--- src/rtl/icache_dm.sv ---
// Direct-mapped, read-only instruction cache with full-line, word-0-first refill.
// Optional macro ICACHE_FLUSH_EN adds a flush input that invalidates every line.
module icache_dm #(
  parameter int LINE_WORDS = 4,
  parameter int SETS       = 16
) (
  input  logic        clock,
  input  logic        reset,
  input  logic [31:0] icache_addr,
  input  logic        icache_req,
  output logic [31:0] icache_data,
  output logic        icache_rdy,
  output logic [31:0] mem_addr,
  output logic        mem_req,
  input  logic [31:0] mem_data,
  input  logic        mem_rdy,
`ifdef ICACHE_FLUSH_EN
  input  logic        flush,
`endif
  output logic [1:0]  state_dbg
);

  localparam int OB = $clog2(LINE_WORDS);
  localparam int IB = $clog2(SETS);
  localparam int TW = 30 - OB - IB;

  localparam logic [1:0] IDLE       = 2'd0;
  localparam logic [1:0] REFILL_REQ = 2'd1;
  localparam logic [1:0] REFILL_GAP = 2'd2;
  localparam logic [1:0] RESP       = 2'd3;

  // Handshakes: the CPU holds icache_req/icache_addr until the one-cycle
  // icache_rdy pulse; memory answers a held mem_req/mem_addr with mem_rdy,
  // and mem_rdy is only honoured in REFILL_REQ.
  logic [1:0]    state;
  logic [OB-1:0] wcnt;
  logic [SETS-1:0] valid;
  logic [TW-1:0] tag_q [SETS];
  logic [31:0]   data_q [SETS][LINE_WORDS];

  logic [TW-1:0] lat_tag;
  logic [IB-1:0] lat_idx;
  logic [OB-1:0] lat_off;

  logic [OB-1:0] cur_off;
  logic [IB-1:0] cur_idx;
  logic [TW-1:0] cur_tag;
  logic          hit;
  logic          last_word;
  logic          unused_addr_bits;

  assign cur_off   = icache_addr[2+OB-1:2];
  assign cur_idx   = icache_addr[2+OB+IB-1:2+OB];
  assign cur_tag   = icache_addr[31:2+OB+IB];
  assign hit       = valid[cur_idx] && (tag_q[cur_idx] == cur_tag);
  assign last_word = (wcnt == OB'(LINE_WORDS - 1));
  assign state_dbg = state;
  assign unused_addr_bits = &{1'b0, icache_addr[1:0]};

  logic flush_in;
  logic flush_pend;
`ifdef ICACHE_FLUSH_EN
  assign flush_in = flush;
  // A flush seen mid-refill is held until the response has been issued.
  always_ff @(posedge clock or negedge reset) begin
    if (!reset) begin
      flush_pend <= 1'b0;
    end else if (state == IDLE || state == RESP) begin
      flush_pend <= 1'b0;
    end else if (flush) begin
      flush_pend <= 1'b1;
    end
  end
`else
  assign flush_in   = 1'b0;
  assign flush_pend = 1'b0;
`endif

  always_ff @(posedge clock or negedge reset) begin
    if (!reset) begin
      state       <= IDLE;
      wcnt        <= '0;
      valid       <= '0;
      icache_rdy  <= 1'b0;
      icache_data <= '0;
      mem_req     <= 1'b0;
      mem_addr    <= '0;
      lat_tag     <= '0;
      lat_idx     <= '0;
      lat_off     <= '0;
    end else begin
      icache_rdy <= 1'b0;
      case (state)
        IDLE: begin
          if (flush_in) begin
            valid <= '0;
          end else if (icache_req && !icache_rdy) begin
            if (hit) begin
              icache_rdy  <= 1'b1;
              icache_data <= data_q[cur_idx][cur_off];
            end else begin
              valid[cur_idx] <= 1'b0;
              wcnt           <= '0;
              lat_tag        <= cur_tag;
              lat_idx        <= cur_idx;
              lat_off        <= cur_off;
              mem_req        <= 1'b1;
              mem_addr       <= {cur_tag, cur_idx, {OB{1'b0}}, 2'b00};
              state          <= REFILL_REQ;
            end
          end
        end
        REFILL_REQ: begin
          if (mem_rdy) begin
            mem_req <= 1'b0;
            if (last_word) begin
              valid[lat_idx] <= 1'b1;
              state          <= RESP;
            end else begin
              wcnt  <= wcnt + 1'b1;
              state <= REFILL_GAP;
            end
          end
        end
        REFILL_GAP: begin
          mem_req  <= 1'b1;
          mem_addr <= {lat_tag, lat_idx, wcnt, 2'b00};
          state    <= REFILL_REQ;
        end
        RESP: begin
          icache_rdy  <= 1'b1;
          icache_data <= data_q[lat_idx][lat_off];
          if (flush_pend || flush_in) valid <= '0;
          state <= IDLE;
        end
        default: state <= IDLE;
      endcase
    end
  end

  // Storage arrays carry no reset; the valid bits guard them.
  always_ff @(posedge clock) begin
    if (state == REFILL_REQ && mem_rdy) begin
      data_q[lat_idx][wcnt] <= mem_data;
      if (last_word) tag_q[lat_idx] <= lat_tag;
    end
  end

endmodule

--- config.mk ---
export PLATFORM = sky130hd
export DESIGN_NAME = icache_dm
export DESIGN_NICKNAME = d
export VERILOG_FILES = /design/src/rtl/icache_dm.sv
export SDC_FILE = /design/constraint.sdc
export NUM_CORES = 2
export LEC_CHECK = 0
export BUFFER_PORTS_ARGS = -buffer_cell sky130_fd_sc_hd__buf_2
export CAP_MARGIN = 10
export CORE_MARGIN = 1.5
export CORE_UTILIZATION = 56
export DETAILED_ROUTE_END_ITERATION = 8
export PLACE_DENSITY = 0.8
export SYNTH_ARGS = -nofsm -noshare
export SYNTH_HDL_FRONTEND = slang
export SYNTH_SLANG_ARGS = --single-unit
export TNS_END_PERCENT = 5
--- constraint.sdc ---
create_clock -name clock -period 7.6 [get_ports clock]
set_clock_uncertainty 0.2 [all_clocks]
set_input_delay 1.52 -clock clock [delete_from_list [all_inputs] [get_ports clock]]
set_output_delay 1.52 -clock clock [all_outputs]
set_load 0.01 [all_outputs]
## Word-level counts from Yosys, hierarchy flattened

Memory sizes are Yosys's and may differ from the RTL's.
Cells that the tools add are included.

| cells by class | value |
|---|---|
| add/sub/neg operators | 1 |
| $lt $le $gt $ge | 8 |
| equality and inequality tests | 11 |
| mux-type cells | 47 |
| bitwise logic cells | 7 |
| reduce and logical (&&, ||, !) cells | 19 |

Operators with widths:

| cell | count |
|---|---|
| two-way mux 32 bit | 9 |
| binary-select mux 32 bit (select 2 bit) | 2 |
| two-way mux 128 bit | 1 |
| one-hot mux 32 bit (2 select lines) | 2 |
| demux 32 bit (select 2 bit) | 1 |
| two-way mux 16 bit | 4 |
| one-hot mux 16 bit (2 select lines) | 1 |
| equality test 24 bit | 1 |
| AND 16 bit | 1 |
| NOT 16 bit | 1 |
| bitwise OR 16 bit | 1 |
| two-way mux 2 bit | 7 |
| two-way mux 1 bit | 13 |
| inequality test 2 bit, second input constant | 6 |
| AND reduction 3 bit | 4 |
| less-than comparator 4 x 5 -> 1 bit, second input constant | 2 |
| AND reduction 5 bit | 2 |
| greater-or-equal comparator 3 bit, second input constant | 3 |
| NOT 2 -> 3 bit | 3 |
| demux 1 bit (select 4 bit) | 2 |
| greater-or-equal comparator 4 x 1 -> 1 bit, second input constant | 2 |
| one-hot mux 2 bit (4 select lines) | 1 |
| equality test 2 bit, second input constant | 3 |
| logical AND 1 bit | 6 |
| 13 further kinds | 15 |

| word-level totals | value |
|---|---|
| bits in registers | 116 |
| bits in writable memories | 2432 |
| memories | 2 |

Memory list:

| name | words | width | rd ports | clocked after Yosys merged registers in | wr ports | RTL line | RTL |
|---|---|---|---|---|---|---|---|
| data_q | 16 | 128 | 2 | 0 | 1 | 39 | `logic [31:0] data_q [SETS][LINE_WORDS];` |
| tag_q | 16 | 24 | 1 | 0 | 1 | 38 | `logic [TW-1:0] tag_q [SETS];` |

## Depth between registers and ports, before layout

| depth | value |
|---|---|
| depth in word-level cells | 9 |
| depth in mapped cells | 15 |
| gate-level depth less buffers | 9 |

## Least setup slack after synthesis

OpenSTA, ideal clock, no wires.

| timing | value |
|---|---|
| path kind | input to register |
| start point | in mem_rdy |
| end point | mem data_q[15][0] (netlist name), enable pin |
| arrival | 4.597 ns |
| required time | 6.930 ns |
| path slack | 2.333 ns |
| cell stages on the path | 4 |
| buffers on the path | 2 |
| cell sequence | clkbuf_1 nand3_1 clkbuf_1 nor2_1 |

| between the ends | value |
|---|---|
| longest elaborated chain between the ends | 3 |

RTL lines:

| item | RTL line | RTL |
|---|---|---|
| start: declaration | 16 | `input logic mem_rdy,` |
| logical AND 1 bit | 143 | `if (state == REFILL_REQ && mem_rdy) begin` |
| two-way mux 1 bit | 143 |  |
| two-way mux 128 bit (implied by the code) | 144 | `data_q[lat_idx][wcnt] <= mem_data;` |
| end: declaration | 39 |  |

Every way passes these cells.

## Final worst setup path

| timing | value |
|---|---|
| start point | in icache_addr[7] |
| end point | reg icache_data[6] |

| between the ends | value |
|---|---|
| longest elaborated chain between the ends | 7 |
| elaborated cells between the ends (all ways) | 14 |
| classes of those cells | 2 x eq/ne; 8 x mux; 2 x reduce/logical; 2 x memory |

RTL lines:

| item | RTL line | RTL |
|---|---|---|
| start: declaration | 9 | `input logic [31:0] icache_addr,` |
| memory (16 x 128 bit) | -- |  |
| binary-select mux 32 bit (select 2 bit) | 100 | `icache_data <= data_q[cur_idx][cur_off];` |
| two-way mux 32 bit (implied by the code) (2 in a row) | 100 |  |
| two-way mux 32 bit | 98 | `if (hit) begin` |
| two-way mux 32 bit | 97 | `end else if (icache_req && !icache_rdy) begin` |
| one-hot mux 32 bit (2 select lines) | 93 | `case (state)` |
| end signal: assignment | 100 |  |
| end signal: assignment | 132 | `icache_data <= data_q[lat_idx][lat_off];` |
| end: declaration | 11 | `output logic [31:0] icache_data,` |

Several ways; a longest one is shown, not always the timed one. The select of a mux whose other input is x is not followed.
A chain may end at the register's enable or synchronous reset.

==> impl_metrics.csv <==
group,metric,value,unit
synth,netlist-cell-type-count,62,
setup_path,critPathMaxStageDelay,690,ps
setup_path,timing.setup.critical_path_class,"input pin to flip-flop",
grt,grt_start_max_net_pins,137,
synth,ys_dominant_reg_cell,"sky130_fd_sc_hd__edfxtp_1",
clock_tree,insertion_delay,960,ps
grt,antenna_found_initial,15,
run,max_cap_viol_count,0,
clock_tree,cts_sink_count,2546,
sta,max_slew.worst_pin.slew,1360,ps
grt,grt_pass1_wl,469,mm
clock_tree,cts_repair_resize_count,0,
drt,met2WireLength,161,mm
power_and_ir_drop,power.ir.vdd_worst,0.000351,V
drt,route.layer.met1.wl,107,mm
synth,synth_edf_count,2432,
die,width_of_the_chip,456,um
synth,post_synth_inst_count,5092,
grt,globalRouteOverflowTotal,0,
synth,synth.yosys.seq_area_share,66.1,%
drt,wl_met3,45.1,mm
setup_path,worst_setup_path_start_kind,"input pin",
synth,synth.ff_latch_count,2546,
drt,first_iter_violations,9880,
setup_path,critical_path_required,8210,ps
die,io-pin-count,136,
die,core,203000,sq um
final_layout,layout.nets,5327,
final_layout,regArea,75900,sq um
die,fp.dieH,456,um
final_layout,multiInputGateArea,37500,sq um
sta,rsz0062_at_grt,"false",
sta,minimum_clock_period,5590,ps
synth,synthesis.area,115000,sq um
final_layout,num-fill-cells,12800,
setup_path,worstPathArrival,6200,ps
clock_tree,clock_pin_slew_on_the_worst_setup_and_hold_paths,60,ps
clock_tree,cts_root_buf,"sky130_fd_sc_hd__clkbuf_16",
clock_tree,cts-buffers-inserted,277,
clock_tree,cts_tree,"built",
clock_tree,cts.repair_timing.setup_buffer_count,0,
sta,setup-tns-final,0,ps
sta,max_freq,0.179,GHz
clock_tree,cts-root-to-sink-buffers,4,
clock_tree,cts-hold-fix-buffers,0,
setup_path,worst_path_most_repeated_cell,"sky130_fd_sc_hd__buf_4",
final_layout,final-instance-count-excl-fill,8120,
setup_path,path_max_fanout,93,
drt,final_wirelength,331,mm
synth,yosys_warnings,0,
min_path,worst_hold_path_type,"flip-flop to flip-flop",
setup_path,path_cells,"buf_8 -> buf_4 -> mux2i_1 -> a22oi_1 -> nand2_1 -> xnor2_1 -> or4_1 -> a2111oi_4 -> nand4_1 -> o21ai_4 -> buf_4 -> mux2_4",
sta,finalHoldViolations,0,
sta,final-setup-viol-count,0,
drt,dr.pass1.iters,8,
placed_design,place_inst,7643,
placed_design,place.port_buffers,131,
die,die_area,208000,sq um
power_and_ir_drop,power.density,318,nW/um^2
drt,route.vias.total,61700,
setup_path,crit_path_end_kind,"flip-flop",
final_layout,area_delta_synth_final,11.0,%
die,initial_core_util,56.5,%
drt,wl_per_cell,40.8,um
power_and_ir_drop,total_leakage_power,0.0400,uW
sta,timing_max_transition_violations_final,0,
synth,proportion_of_register_bits_with_asynchronous_set_or_reset_after_synthesis,4.48,%
clock_tree,htree_num_levels,5,
synth,synth_area_per_cell,22.5,sq um
placed_design,finalWeightedCongestion,0.834,
placed_design,dp_hpwl,174,mm
drt,dr.max_layer_used,"met5",
drt,detail_route.vias_per_cell,7.59,
drt,drcViolationCount,0,
outcome,outcome,"finished, final reports clean",
setup_path,cp_slowest_cell,"sky130_fd_sc_hd__a2111oi_4",
sta,finalCritPeriodShare,73.6,%
final_layout,ratio_of_cells_with_drive_above_1_in_the_final_layout,40.7,%
die,rows,165,
sta,slew-limit-headroom,9.40,%
grt,grt_pass1_vias,63500,
drt,ant_nets,0,
grt,groute.usage.overall,32.1,%
power by group:
group | internal (uW) | switching [uW]
clock network | 7520 | 5480
logic | 5090 | 5250
registers | 16200 | 899
layout make-up:
type,instances,share of cell area (%)
well taps,2672,2.62
diodes,6,0.0118
flip-flops and latches,2546,59.6
repair buffers,272,1.58
inverters,17,0.0501
multi-input cells,2136,29.5
clock inverters,107,0.730
clock buffers,364,5.97
layout by cell type (no fill, tap or decap), types with 40 or more instances in the layout:
cell,count
sky130_fd_sc_hd__buf_4,122
sky130_fd_sc_hd__dfrtp_1,108
sky130_fd_sc_hd__clkbuf_1,63
sky130_fd_sc_hd__nor2_4,64
sky130_fd_sc_hd__mux4_2,1410
sky130_fd_sc_hd__clkbuf_16,286
sky130_fd_sc_hd__edfxtp_1,2432
sky130_fd_sc_hd__clkinv_1,40
sky130_fd_sc_hd__nand2_1,129
sky130_fd_sc_hd__nand3_1,70
sky130_fd_sc_hd__mux2i_1,131
sky130_fd_sc_hd__buf_2,125
Yosys cell counts, drive strengths merged (5+ instances only):
cell type,number,area share [%]
a21o,6,0.039
edfxtp,2432,64
nor4,8,0.057
inv,16,0.052
o2bb2ai,17,0.13
and2,8,0.044
buf,209,0.96
nor3,8,0.035
mux4,1410,28
a21oi,12,0.052
xnor2,15,0.11
a211oi,7,0.046
a22oi,25,0.16
xor2,6,0.046
mux2i,131,1.1
o211ai,29,0.26
and3,6,0.033
dfrtp,114,2.5
nand2,129,0.42
o21ai,17,0.077
clkbuf,185,0.61
nor2b,13,0.071
nand3,74,0.32
nand4,18,0.098
ha,9,0.098
nor2,78,0.26
mux2,61,0.70
o22ai,5,0.027
sequential cells by signal, summed over array words and instances (netlist names):
name,cells
lat_tag,24
icache_rdy,1
mem_addr,30
valid,16
mem_req,1
lat_idx,4
data_q,2048
wcnt,2
lat_off,2
state_dbg,2
tag_q,384
icache_data,32
through the flow:
| stage | utilization [%] | setup WS [ps] | total power [uW] | area (sq um) | hold slack (ps) |
|---|---|---|---|---|---|
| floorplan | - | 2330 | 24300 | 115000 | 251 |
| global placement | 58.6 | 1270 | 27400 | 119000 | 267 |
| detailed placement | 58.6 | 1190 | 27600 | 119000 | 273 |
| CTS | 62.8 | 2150 | 40500 | 127000 | 287 |
| global route | 62.8 | 1880 | 41500 | 127000 | 293 |
| finish | 62.8 | 2010 | 40500 | 127000 | 286 |
worst max-delay path, delay by kind of cell:
kind | cells | cell delay, ps
buffers and inverters | 3 | 1570
AOI/OAI and AO/OA | 3 | 1370
and+or+nand+nor | 3 | 960
muxes | 2 | 460
xor gates and xnor gates | 1 | 130
per-layer routing:
metal / vias up / track usage [%]
li1: 22800 / -
met1: 32400 / 41.5
met2: 5350 / 50.9
met3: 1036 / 8.68
met4: 4 / 15.7
met5: - / 0
path summary, 6_finish.rpt:
path | start | endpoint | slack, ps | depth (start not counted)
setup / recovery | icache_addr[7] | icache_data[6] | 2010 | 12
hold / removal | valid[7] | valid[7] | 290 | 1
setup reg to reg | state_dbg[1] | data_q[12][71] | 2940 | 5
hold reg to reg | valid[7] | valid[7] | 290 | 1
max in group asynchronous | reset | lat_idx[0] | 4980 | 3
min in group asynchronous | reset | icache_data[9] | 400 | 1
kinds of logic after synthesis:
group           after synthesis  share of synthesized area [%]
flops                      2546                           66.1
xor+xnor                     21                          0.160
simple gates                357                           1.44
fa+ha+maj                     9                         0.0981
mux                        1602                           29.5
buf+inv                     411                           1.62
compound gates              145                           1.03
other cells                   1                        0.00327
No activity file was read; power rests on OpenSTA's default activity.
